[src/rtl/bcd_clock_display_scan.sv]
// Snapshot of a 12-hour BCD time scanned onto a 6-digit multiplexed 7-segment display.
// Optional macro LZ_BLANK_EN: blank the hours-tens digit when it is zero.
module bcd_clock_display_scan #(
  parameter int SCAN_DIV = 4
) (
  input  logic       clk,
  input  logic       reset,
  input  logic       load,
  input  logic       pm,
  input  logic [7:0] hh,
  input  logic [7:0] mm,
  input  logic [7:0] ss,
  output logic [5:0] an,
  output logic [6:0] seg,
  output logic       dp,
  output logic       pm_led
);

  localparam int PW = (SCAN_DIV > 1) ? $clog2(SCAN_DIV) : 1;

  logic [PW-1:0] r_presc;
  logic [2:0]    r_dig;
  logic          r_pm;
  logic [7:0]    r_hh;
  logic [7:0]    r_mm;
  logic [7:0]    r_ss;
  logic [5:0]    r_an;
  logic [6:0]    r_seg;
  logic          r_dp;
  logic          r_pm_led;

  logic [3:0]    w_nib;
  logic [5:0]    w_an;
  logic [6:0]    w_seg;
  logic          w_dp;

  function automatic logic [6:0] seg7_decode(input logic [3:0] nib);
    logic [6:0] res;
    case (nib)
      4'd0:    res = 7'h3F;
      4'd1:    res = 7'h06;
      4'd2:    res = 7'h5B;
      4'd3:    res = 7'h4F;
      4'd4:    res = 7'h66;
      4'd5:    res = 7'h6D;
      4'd6:    res = 7'h7D;
      4'd7:    res = 7'h07;
      4'd8:    res = 7'h7F;
      4'd9:    res = 7'h6F;
      default: res = 7'h40;
    endcase
    return res;
  endfunction

  // Select the nibble, digit enable and colon for the digit currently being scanned.
  always_comb begin
    w_nib = 4'h0;
    w_an  = 6'b000000;
    w_dp  = 1'b0;
    case (r_dig)
      3'd0: begin w_nib = r_ss[3:0]; w_an = 6'b000001; end
      3'd1: begin w_nib = r_ss[7:4]; w_an = 6'b000010; end
      3'd2: begin w_nib = r_mm[3:0]; w_an = 6'b000100; w_dp = 1'b1; end
      3'd3: begin w_nib = r_mm[7:4]; w_an = 6'b001000; end
      3'd4: begin w_nib = r_hh[3:0]; w_an = 6'b010000; w_dp = 1'b1; end
      3'd5: begin w_nib = r_hh[7:4]; w_an = 6'b100000; end
      default: begin w_nib = 4'h0; w_an = 6'b000000; w_dp = 1'b0; end
    endcase
`ifdef LZ_BLANK_EN
    // Blanked digit keeps its anode on so every digit gets the same duty cycle.
    if ((r_dig == 3'd5) && (r_hh[7:4] == 4'h0)) begin
      w_seg = 7'h00;
    end else begin
      w_seg = seg7_decode(w_nib);
    end
`else
    w_seg = seg7_decode(w_nib);
`endif
  end

  // Snapshot capture, scan prescaler/digit counter and registered display outputs.
  always_ff @(posedge clk) begin
    if (reset) begin
      r_presc  <= '0;
      r_dig    <= 3'd0;
      r_pm     <= 1'b0;
      r_hh     <= 8'h12;
      r_mm     <= 8'h00;
      r_ss     <= 8'h00;
      r_an     <= 6'b000000;
      r_seg    <= 7'h00;
      r_dp     <= 1'b0;
      r_pm_led <= 1'b0;
    end else begin
      if (load) begin
        r_pm <= pm;
        r_hh <= hh;
        r_mm <= mm;
        r_ss <= ss;
      end
      if (r_presc == PW'(SCAN_DIV - 1)) begin
        r_presc <= '0;
        r_dig   <= (r_dig == 3'd5) ? 3'd0 : r_dig + 3'd1;
      end else begin
        r_presc <= r_presc + PW'(1);
      end
      r_an     <= w_an;
      r_seg    <= w_seg;
      r_dp     <= w_dp;
      r_pm_led <= r_pm;
    end
  end

  assign an     = r_an;
  assign seg    = r_seg;
  assign dp     = r_dp;
  assign pm_led = r_pm_led;

endmodule

[config.mk]
export PLATFORM = sky130hd
export DESIGN_NAME = bcd_clock_display_scan
export DESIGN_NICKNAME = d
export VERILOG_FILES = /design/src/rtl/bcd_clock_display_scan.sv
export SDC_FILE = /design/constraint.sdc
export NUM_CORES = 1
export LEC_CHECK = 0
export BUFFER_PORTS_ARGS = -buffer_cell sky130_fd_sc_hd__buf_4
export CAP_MARGIN = 15
export CORE_MARGIN = 2
export CORE_UTILIZATION = 55
export CTS_BUF_LIST = sky130_fd_sc_hd__clkbuf_4 sky130_fd_sc_hd__clkbuf_8
export CTS_CLUSTER_SIZE = 16
export DETAILED_ROUTE_END_ITERATION = 10
export PLACE_DENSITY = 0.8
export SLEW_MARGIN = 20
export SYNTH_ARGS = -nofsm -noshare
export SYNTH_HDL_FRONTEND = slang
export SYNTH_SLANG_ARGS = --single-unit
[constraint.sdc]
create_clock -name clk -period 4.4 [get_ports clk]
set_clock_uncertainty 0.05 [all_clocks]
set_input_delay 1.32 -clock clk [delete_from_list [all_inputs] [get_ports clk]]
set_output_delay 1.32 -clock clk [all_outputs]
set_load 0.02 [all_outputs]
==> metrics.yaml <==
antenna_found_initial: 0
pre_cts_ws_ns: 1.75
crit_chain: "inv_1 -> nor2_1 -> ha_1 -> nand2_1 -> a21oi_1 -> a2bb2oi_2 -> inv_1 -> ha_1 -> o2bb2ai_1 -> o22ai_1"
cts_root_buffer: "clkbuf_4"
wl_per_cell_um: 13.7
chipHeight_um: 64.3
slew_viol_final: 0
syn_to_final_growth_pct: 18.0
vias: 1484
clk_latency_ns: 0.34
synth_area_sq_mm: 0.00200
ir_worst_vdd_uv: 251
die_w_um: 64.3
clock_sinks: 45
netlist.area_leader.share: 0.450
firstDrtPassIters: 4
power.total_w: 0.000804
gp_congestion: 0.843
fp-row-count: 21
crit_family: "flip-flops"
p_leak_nw: 1.06
layout_common_cells: "45 x dfxtp_1, 42 x buf_4, 30 x mux2i_1"
critPathMaxStageDelay_ns: 0.71
cp.arrival_ns: 2.87
synthFlopType: "dfxtp_1"
yosys.area.top_type: "dfxtp_1"
portBuffers: 42
crit_fanout: 16
drt_wl_total_um: 3800
cap_viol_max_count: 0
tightest_slew_ns: 0.648
rsz0062_at_grt: "false"
ioPinCount: 43
grt_start_max_net_pins: 46
postCtsSetupBuffers: 0
crit_cells: 10
layout-drive-gt1-share: 0.272
core_area_sq_mm: 0.00342
min_path_type: "flop to flop"
dieArea_sq_mm: 0.00414
grt_pass1_vias: 1433
setup_slack_ns: 1.70
instances_no_fill: 278
synth_cells: 196
ys_async_sr_fraction: 0
synth.area.top_cells: "dfxtp_1 45%, mux2i_1 15%, nor2_1 5.4%"
ys_types: 44
reg2reg_depth: 10
initial_utilization: 0.586
timing.final.crit_share: 0.613
ant_nets: 0
required_ns: 4.57
synth_edf_count: 0
cts_buffers: 5
hold_viol: 0
startpoint_type: "flop"
grt_remaining_overflow: 0
clkTransAtPathRegs_ns: 0.12
crit_slowest_cell: "dfxtp_1"
yosysWarnings: 0
slew_headroom: 0.567
synth_seq_cells: 45
cts_tree: "built"
antenna_cells: 0
hpwlAfterDp_um: 2890
cts_resized: 0
layout.cells.most_common: "dfxtp_1"
nNetsFinal: 267
hold_path_depth: 1
tns_ns: 0
cts_buffer_depth: 2
vias_per_cell: 5.34
cts_hold_buf: 0
syn_nets: 232
fmax_mhz: 371
worst-path-buf-inv: 2
yosysSeqAreaShare: 0.450
syn_area_per_cell_sq_um: 10.2
h-tree-depth: 2
path_class: "flop to flop"
post-route-min-period_ns: 2.70
end_kind: "flop"
drc: 0
grt_pass1_wl_um: 6620
status: "finished, final reports clean"
dp_cells: 270
grtUsageTotal: 0.203
finalSetupViolations: 0
pwr_density_cell_mw_per_mm2: 340
drt_iter0_markers: 76
routing by layer:
| metal | up-vias | global-route usage | wire, um |
|---|---|---|---|
| li1 | 747 | - | - |
| met1 | 700 | 0.249 | 1680 |
| met2 | 37 | 0.361 | 1940 |
| met3 | 0 | 0.0599 | 186 |
| met4 | 0 | 0.0239 | 0 |
| met5 | - | 0 | 0 |
flip-flops by register name (all words and copies together) (netlist names):
| signal | flops |
|---|---|
| r_presc | 2 |
| seg | 7 |
| r_dig | 3 |
| an | 6 |
| dp | 1 |
| r_mm | 8 |
| r_hh | 8 |
| r_ss | 8 |
| r_pm | 1 |
| pm_led | 1 |
where the power goes:
part / total [W] / leakage (nW) / internal [W] / switching (W)
Combinational: 0.000135 / 0.645 / 0.0000680 / 0.0000672
Sequential: 0.000452 / 0.371 / 0.000435 / 0.0000172
Clock: 0.000217 / 0.0413 / 0.0000929 / 0.000124
Total: 0.000804 / 1.06 / 0.000595 / 0.000208
cells by family after synthesis:
group                      share of synthesized area
adders and majority gates                     0.0500
AOI/OAI and AO/OA                              0.126
xor gates and xnor gates                     0.00438
and+or+nand+nor                                0.154
buffers and inverters                         0.0544
DFF                                            0.450
muxes                                          0.161
area by class of cell:
cell class              count  area (sq um)
clock buffers               7          65.1
clock inverters             1          5.00
fillers                   279          1050
inverters                   7          26.3
multi-input cells         130           992
flip-flops and latches     45           901
well taps                  46          57.6
repair buffers             42           315
synthesized netlist by cell type (2+ instances only):
master and count:
dfxtp_1 45, nor2b_1 3, mux2i_1 30, nor3_1 5
o21bai_1 2, nand2_1 6, a211o_1 2, nand2b_1 3
o22ai_1 3, nor2_1 29, buf_6 3, ha_1 8
a21oi_2 3, a21oi_1 3, a211oi_2 2, nand3b_1 6
clkbuf_1 7, inv_2 2, inv_1 5, buf_2 3
and3_1 3
worst paths after layout:
kind,slack [ns],from,to
setup / recovery,1.70,r_dig[1],seg[4]
hold / removal,0.41,r_presc[0],r_presc[0]
setup reg to reg,1.70,r_dig[1],seg[4]
hold reg to reg,0.41,r_presc[0],r_presc[0]
metrics by stage:
step                      instance area (sq um)  hold slack, ns   util
after floorplan                            2000           0.354      -
after global placement                     2290           0.363  0.671
after detailed placement                   2290           0.399  0.671
after CTS                                  2360           0.422  0.692
after global routing                       2360           0.438  0.692
final                                      2360           0.414  0.692
Note: power is estimated with default switching activity, not from simulation.
